===== config.mk =====
export PLATFORM = sky130hd
export DESIGN_NAME = mem_port_arbiter
export DESIGN_NICKNAME = d
export VERILOG_FILES = /design/src/rtl/mem_port_arbiter.sv
export SDC_FILE = /design/constraint.sdc
export NUM_CORES = 1
export LEC_CHECK = 0
export CAP_MARGIN = 20
export CORE_MARGIN = 2
export CORE_UTILIZATION = 38
export DETAILED_ROUTE_END_ITERATION = 10
export PLACE_DENSITY = 0.78
export REMOVE_ABC_BUFFERS = 1
export SYNTH_ARGS = -nofsm -noshare
export SYNTH_HDL_FRONTEND = slang
export SYNTH_SLANG_ARGS = --single-unit

===== constraint.sdc =====
create_clock -name clk -period 5.35 [get_ports clk]
set_input_delay 0.8025 -clock clk [delete_from_list [all_inputs] [get_ports clk]]
set_output_delay 0.8025 -clock clk [all_outputs]
set_load 0.02 [all_outputs]

===== src/rtl/mem_port_arbiter.sv =====
// mem_port_arbiter: round-robin sequencer sharing one register-file macro port between two requesters
module mem_port_arbiter #(
  parameter int DW = 52,
  parameter int AW = 7,
  parameter int RD_LAT = 1
) (
  input  logic          clk,
  input  logic          rstn,
  input  logic          a_req,
  input  logic          a_we,
  input  logic [AW-1:0] a_addr,
  input  logic [DW-1:0] a_wdata,
  output logic          a_gnt,
  output logic          a_rvalid,
  output logic [DW-1:0] a_rdata,
  input  logic          b_req,
  input  logic          b_we,
  input  logic [AW-1:0] b_addr,
  input  logic [DW-1:0] b_wdata,
  output logic          b_gnt,
  output logic          b_rvalid,
  output logic [DW-1:0] b_rdata,
  output logic          mem_nce,
  output logic          mem_nwrt,
  output logic [AW-3:0] mem_ra,
  output logic [1:0]    mem_ca,
  output logic [DW-1:0] mem_din,
  input  logic [DW-1:0] mem_do,
  output logic          busy
);
  localparam logic [1:0] IDLE = 2'd0, ACCESS = 2'd1, RWAIT = 2'd2;
  logic [1:0] state, cnt;
  logic owner, op_rd, rr_ptr, sel, sel_we;
  logic [AW-1:0] sel_addr;
  logic [DW-1:0] sel_wdata;
  // sel: 0 = port A, 1 = port B; rr_ptr only matters on a tie
  assign sel = (a_req && b_req) ? rr_ptr : b_req;
  assign sel_we = sel ? b_we : a_we;
  assign sel_addr = sel ? b_addr : a_addr;
  assign sel_wdata = sel ? b_wdata : a_wdata;
  assign a_gnt = state == ACCESS && !owner;
  assign b_gnt = state == ACCESS && owner;
  assign busy = state != IDLE;
  always_ff @(posedge clk or posedge rstn)
    if (rstn) begin
      state <= IDLE;
      cnt <= '0;
      owner <= 1'b0;
      op_rd <= 1'b0;
      rr_ptr <= 1'b0;
      mem_nce <= 1'b1;
      mem_nwrt <= 1'b1;
      mem_ra <= '0;
      mem_ca <= '0;
      mem_din <= '0;
      a_rvalid <= 1'b0;
      b_rvalid <= 1'b0;
      a_rdata <= '0;
      b_rdata <= '0;
    end else begin
      a_rvalid <= 1'b0;
      b_rvalid <= 1'b0;
      case (state)
        IDLE:
          if (a_req || b_req) begin
            state <= ACCESS;
            mem_nce <= 1'b0;
            mem_nwrt <= ~sel_we;
            mem_ra <= sel_addr[AW-1:2];
            mem_ca <= sel_addr[1:0];
            mem_din <= sel_wdata;
            owner <= sel;
            op_rd <= ~sel_we;
          end
        ACCESS: begin
          mem_nce <= 1'b1;
          mem_nwrt <= 1'b1;
          rr_ptr <= ~owner;
          cnt <= 2'(RD_LAT - 1);
          state <= op_rd ? RWAIT : IDLE;
        end
        RWAIT:
          if (cnt == 2'd0) begin
            state <= IDLE;
            if (owner) begin
              b_rvalid <= 1'b1;
              b_rdata <= mem_do;
            end else begin
              a_rvalid <= 1'b1;
              a_rdata <= mem_do;
            end
          end else cnt <= cnt - 2'd1;
        default: state <= IDLE;
      endcase
    end
endmodule


==> results of run 1 <==
## stage by stage
step / setup TNS [ns] / power [mW] / setup slack (ns) / instance area (um^2)
floorplan: -28.56 / 4.51 / -0.166 / 7260
global placement: 0 / 6.29 / 2.38 / 11100
detailed placement: 0 / 6.37 / 2.30 / 11100
CTS: 0 / 7.63 / 1.84 / 11700
global route: 0 / 7.96 / 1.73 / 11700
finish: 0 / 7.55 / 1.84 / 11700
## area by class of cell
type / count / area share
timing repair buffer: 354 / 0.301
tap: 265 / 0.0283
clock buffer: 17 / 0.0363
multi-input combinational: 312 / 0.246
sequential: 174 / 0.372
clock inverter: 14 / 0.0129
inverter: 8 / 0.00321
## flip-flops by register name, indices dropped and copies added (netlist names), 2 cells and up
| register | count |
|---|---|
| state | 2 |
| mem_ca | 2 |
| a_rdata | 52 |
| mem_din | 52 |
| mem_ra | 5 |
| cnt | 2 |
| b_rdata | 52 |
## per-layer routing
layer  track usage  part of all wire
met1         0.271              0.40
met5             0                 0
met3        0.0987              0.12
met4        0.0608             0.017
met2         0.329              0.46
## worst min-delay path, delay by kind of cell, from the launching register on
kind / cells / cell delay [ns]
AOI/OAI and AO/OA: 1 / 0.06
DFF: 1 / 0.36
and+or+nand+nor: 1 / 0.05
## power groups by stage
stage	Combinational (mW)	Sequential, mW	Clock [mW]
after floorplan	1.38	3.13	0
after global placement	3.94	2.35	0
after detailed placement	4.00	2.36	0
after CTS	4.01	2.37	1.25
after global routing	4.20	2.45	1.30
final	3.97	2.37	1.21
## kinds of logic after synthesis
| kind of cell | Yosys count | synth area share |
|---|---|---|
| AOI/OAI and AO/OA | 192 | 0.190 |
| muxes | 104 | 0.176 |
| DFF | 174 | 0.579 |
| adders and majority gates | 1 | 0.00166 |
| buffers and inverters | 64 | 0.0402 |
| and+or+nand+nor | 15 | 0.0136 |
## cells in the final DEF, fill, tap and decap left out, drive strengths merged, types with 8 or more instances in the layout
cell type      netlist  routed
clkbuf              38      17
mux2               104     104
o21ai               63      63
clkinv               1       8
a2bb2oi             59      59
buf                 18      10
a311oi              59      59
dfrtp              172     172
inv                  7      13
clkdlybuf4s50        0     344
## worst paths after layout
kind	to	slack [ns]
worst max-delay path	busy	1.84
worst min-delay path	state[1]	0.50
worst max register to register	a_rdata[44]	3.04
worst min register to register	state[1]	0.50
max in group asynchronous	mem_nwrt	3.37
min in group asynchronous	b_rdata[27]	0.98
==> impl_metrics.ini, run 1 <==
[setup_path]
worstSetupEndpointType = output pin
critical_path_class = reg2out
worstPathCellList = nor2_1 -> inv_2 -> clkdlybuf4s50_1
critical-path-top-delay-family = buffers and inverters
path_depth = 3
critPathRequiredTime_ns = 4.55
critPathMaxFanout = 62
timing.critical_path.slowest_cell_delay_ns = 0.81
crit_start = state[0]
crit-reg2reg-launch = cnt[0]
path_buf_inv = 2
cp-start-kind = flip-flop
critical_path.slowest_cell = inv_2
reg2regPathDepth = 5
cp.arrival_ns = 2.71

[placement]
buffer_ports.inserted = 345
hpwlAfterDp_mm = 15.5
placed_cells = 1113
gp_routability_congestion = 0.765

[yosys]
ys_async_sr_fraction = 1.00
synth_cell_types = 34
yosys_register_bits = 174
synthMostInstantiatedCell = dfrtp_1
synthesis.yosys.warnings = 0
synth_top_cell_by_area = dfrtp_1
post_synth_main_area_contributors = dfrtp_1 (57%), mux2_2 (9.6%), mux2_4 (8.0%)
ys_top_cells_by_count = dfrtp_1 (172), mux2_2 (64), o21ai_0 (62), a2bb2oi_1 (59), a311oi_1 (59)
syn_avg_cell_area_um2 = 13.7
ys_seq_area_frac = 0.579
synth-edff-count = 0
postSynthCellCount = 550
post_synth_instance_area_um2 = 7530
dominantRegCellSynth = dfrtp_1
netlist.area_leader.share = 0.572

[routing]
detail_route.drc_violations = 0
dr.first_iter.drc_count = 234
avgViaCountPerCell = 5.32
totalWireLength_mm = 23.0
num_vias = 6082
wl_per_cell_um = 20.1
drtPass1Iterations = 4
antenna_violating_nets_post_route = 0

[cells_and_area]
nets = 1044
filler_cell_count = 1577
share_of_layout_cells_above_drive_strength_1 = 0.174
area_growth_pct = 55.5
layout.area.seq_um2 = 4360
multi_input_area_um2 = 2880
final_util = 0.602
antenna_cells = 0
finalNonFillerCells = 1144

[power_and_ir_drop]
switching_share = 0.378
power_per_cell_area_nw_per_um2 = 645
sequentialPowerShare = 0.313
vdd.ir_drop.worst_uv = 345
p_int_mw = 4.70
power.share.combinational = 0.526
switchingPower_mw = 2.85
power_frac_clock = 0.161
leakage_power_of_the_design_nw = 4.67

[sta]
final-setup-viol-count = 0
final_hold_viol_count = 0
timing.hold.ws_ns = 0.498
finalClockSkew_ns = 0.0119
worst_slew_pin_slew_ns = 1.14
period_share = 0.656
layout_min_cycle_time_ns = 3.51
finalMaxSlewViolations = 0
unrepaired_setup_endpoints_after_global_routing = no
maxSlewHeadroom = 0.242
f_max_mhz = 285

[clock_network]
cts-buffers-inserted = 17
numClockSinks = 174
clock_pin_transition_on_the_worst_setup_and_hold_timing_paths_ns = 0.07
tritoncts = done
clk-insertion-delay-late_ns = 0.42
holdBufCountCts = 0
cts_resized = 0
clockBufferDepth = 2
clk_root_buffer_cell = clkbuf_16
cts-htree-levels = 4
buffers_inserted_during_post_cts_setup_optimization = 0

[die]
initial_core_utilization = 0.387
std_cell_rows = 51
die-height_um = 145
floorplan.die_area_um2 = 21000
pin_count = 346
die_w_um = 145
core_region_area_um2 = 19500

[global_routing]
grt_antenna_before_repair = 0
number_of_global_route_vias_before_repair = 6363
total_grt_overflow = 0
aggregate_global_route_resource_usage = 0.214
grt_first_pass_wirelength_mm = 35.0
grt_start_max_net_pins = 104

[job]
maxCapViolCount = 0

[worst_hold_path]
hold_sp = op_rd
min-delay-path-class = reg2reg
hold-path-cell-count = 2

[status]
outcome = finished, final reports clean
(Power assumes the default switching activity.)
==> inputs of run 2 (changes only) <==
--- a/config.mk
+++ b/config.mk
@@ -7,9 +7,9 @@
 export LEC_CHECK = 0
 export CAP_MARGIN = 20
 export CORE_MARGIN = 2
-export CORE_UTILIZATION = 38
+export CORE_UTILIZATION = 42
 export DETAILED_ROUTE_END_ITERATION = 10
-export PLACE_DENSITY = 0.78
+export PLACE_DENSITY = 0.81
 export REMOVE_ABC_BUFFERS = 1
 export SYNTH_ARGS = -nofsm -noshare
 export SYNTH_HDL_FRONTEND = slang
==> constraint.sdc (replaced) <==
create_clock -name clk -period 3.6 [get_ports clk]
set_input_delay 0.54 -clock clk [delete_from_list [all_inputs] [get_ports clk]]
set_output_delay 0.54 -clock clk [all_outputs]
set_load 0.02 [all_outputs]
==> run 2 against run 1 <==
Via count rose by 2.1%. Register-to-register slack got worse by 1.7 ns. Clock skew rose by 0.00096 ns. Largest cell class unchanged. Die area fell by 9.3%. Count of clock-buffer cells in the layout did not move. Global-route usage rose by 3.8 points.
==> impl_metrics.ini, run 2 (synthesized netlist as in run 1, its figures left out) <==
[status]
outcome = finished, final reports clean

[power_and_ir_drop]
leakage_power_of_the_design_nw = 4.69
power_per_cell_area_nw_per_um2 = 968
vdd.ir_drop.worst_uv = 524

[die]
die_w_um = 138
initial_core_utilization = 0.432
std_cell_rows = 48
die-height_um = 138
pin_count = 346
floorplan.die_area_um2 = 19000
core_region_area_um2 = 17400

[routing]
wl_per_cell_um = 22.3
detail_route.drc_violations = 0
num_vias = 6212
antenna_violating_nets_post_route = 0
drtPass1Iterations = 7
dr.first_iter.drc_count = 434
avgViaCountPerCell = 5.60
totalWireLength_mm = 24.8

[cells_and_area]
filler_cell_count = 1313
mostFrequentLayoutCells = clkdlybuf4s50_1 (344), dfrtp_1 (172), mux2_2 (64)
nets = 1050
final_util = 0.672
mostFrequentLayoutCell = clkdlybuf4s50_1
antenna_cells = 0
top_regs = a_rdata: 52 flops, b_rdata: 52 flops, mem_din: 52 flops
finalNonFillerCells = 1110
area_growth_pct = 55.4
layout.cell_area.non_filler_um2 = 11700
share_of_layout_cells_above_drive_strength_1 = 0.180

[placement]
buffer_ports.inserted = 345
hpwlAfterDp_mm = 16.9
gp_routability_congestion = 0.799
placed_cells = 1079
dpl-instance-area_um2 = 11100

[setup_path]
cp.arrival_ns = 1.96
critical_path_class = reg2out
cp-start-kind = flip-flop
reg2reg_setup_slack_ns = 1.38
critPathRequiredTime_ns = 3.06
critPathMaxFanout = 9
worstSetupEndpointType = output pin

[clock_network]
tritoncts = done
holdBufCountCts = 0
cts-htree-levels = 4
clk-insertion-delay-late_ns = 0.43
clockBufferDepth = 2
buffers_inserted_during_post_cts_setup_optimization = 0
clock_pin_transition_on_the_worst_setup_and_hold_timing_paths_ns = 0.07
numClockSinks = 174
clk_root_buffer_cell = clkbuf_16
cts-buffers-inserted = 17
cts_resized = 0

[sta]
finalClockSkew_ns = 0.0129
period_share = 0.695
unrepaired_setup_endpoints_after_global_routing = no
final_hold_viol_count = 0
worst_slew_pin_slew_ns = 0.772
fin_setup_tns_ns = 0
finalMaxSlewViolations = 0
final-setup-viol-count = 0
layout_min_cycle_time_ns = 2.50
maxSlewHeadroom = 0.486
f_max_mhz = 400

[global_routing]
grt_first_pass_wirelength_mm = 36.4
aggregate_global_route_resource_usage = 0.252
grt_antenna_before_repair = 0
total_grt_overflow = 0
number_of_global_route_vias_before_repair = 6351
grt_start_max_net_pins = 76

[job]
maxCapViolCount = 0

[worst_hold_path]
min-delay-path-class = reg2reg
-- run 2: changes by cell type in the layout (fill, tap and decap cells not counted) --
cell | previous run | this run
inv_8 | 6 | 5
inv_6 | 1 | 3
buf_4 | 8 | 14
clkinvlp_4 | 1 | 2
clkinv_4 | 5 | 3
-- run 2: critical path, stage by stage, from the launching register on --
cell	delay, ns
dfrtp_1	0.53
nor2b_1	0.26
and2_1	0.16
clkdlybuf4s50_1	0.59
-- run 2: final timing paths --
| path | startpoint | to | depth (start not counted) |
|---|---|---|---|
| worst min-delay path | op_rd | state[1] | 2 |
| worst max-delay path | state[0] | b_gnt | 3 |
| worst max register to register | cnt[0] | a_rdata[45] | 5 |
| min in group asynchronous | rstn | b_rdata[46] | 2 |
| worst min register to register | op_rd | state[1] | 2 |
| max in group asynchronous | rstn | a_rdata[37] | 3 |
-- run 2: area by class of cell --
class                   instances  area, um^2  area share
repair buffers                360        3570       0.305
clock inverters                14         148      0.0126
flip-flops and latches        174        4360       0.372
clock buffers                  17         425      0.0364
multi-input cells             312        2880       0.246
well taps                     225         282      0.0241
inverters                       8        37.5     0.00321
-- run 2: power breakdown --
part,total (mW),internal (mW),switching [mW]
clock network,1.82,0.923,0.899
logic,5.98,3.12,2.87
registers,3.52,2.95,0.574
-- run 2: metal layers --
| layer | routed length (um) | global-route usage | vias to the layer above |
|---|---|---|---|
| li1 | - | - | 2752 |
| met1 | 9420 | 0.304 | 3070 |
| met2 | 11300 | 0.381 | 343 |
| met3 | 3230 | 0.124 | 47 |
| met4 | 814 | 0.112 | 0 |
| met5 | 0 | 0 | - |
-- run 2: per-stage QoR --
stage	power, mW	setup slack, ns	hold WS, ns
finish	11.3	1.10	0.484
global route	11.8	1.01	0.511
CTS	11.4	1.07	0.486
detailed placement	9.52	1.29	0.470
global placement	9.42	1.31	0.469
floorplan	6.70	-1.65	0.449
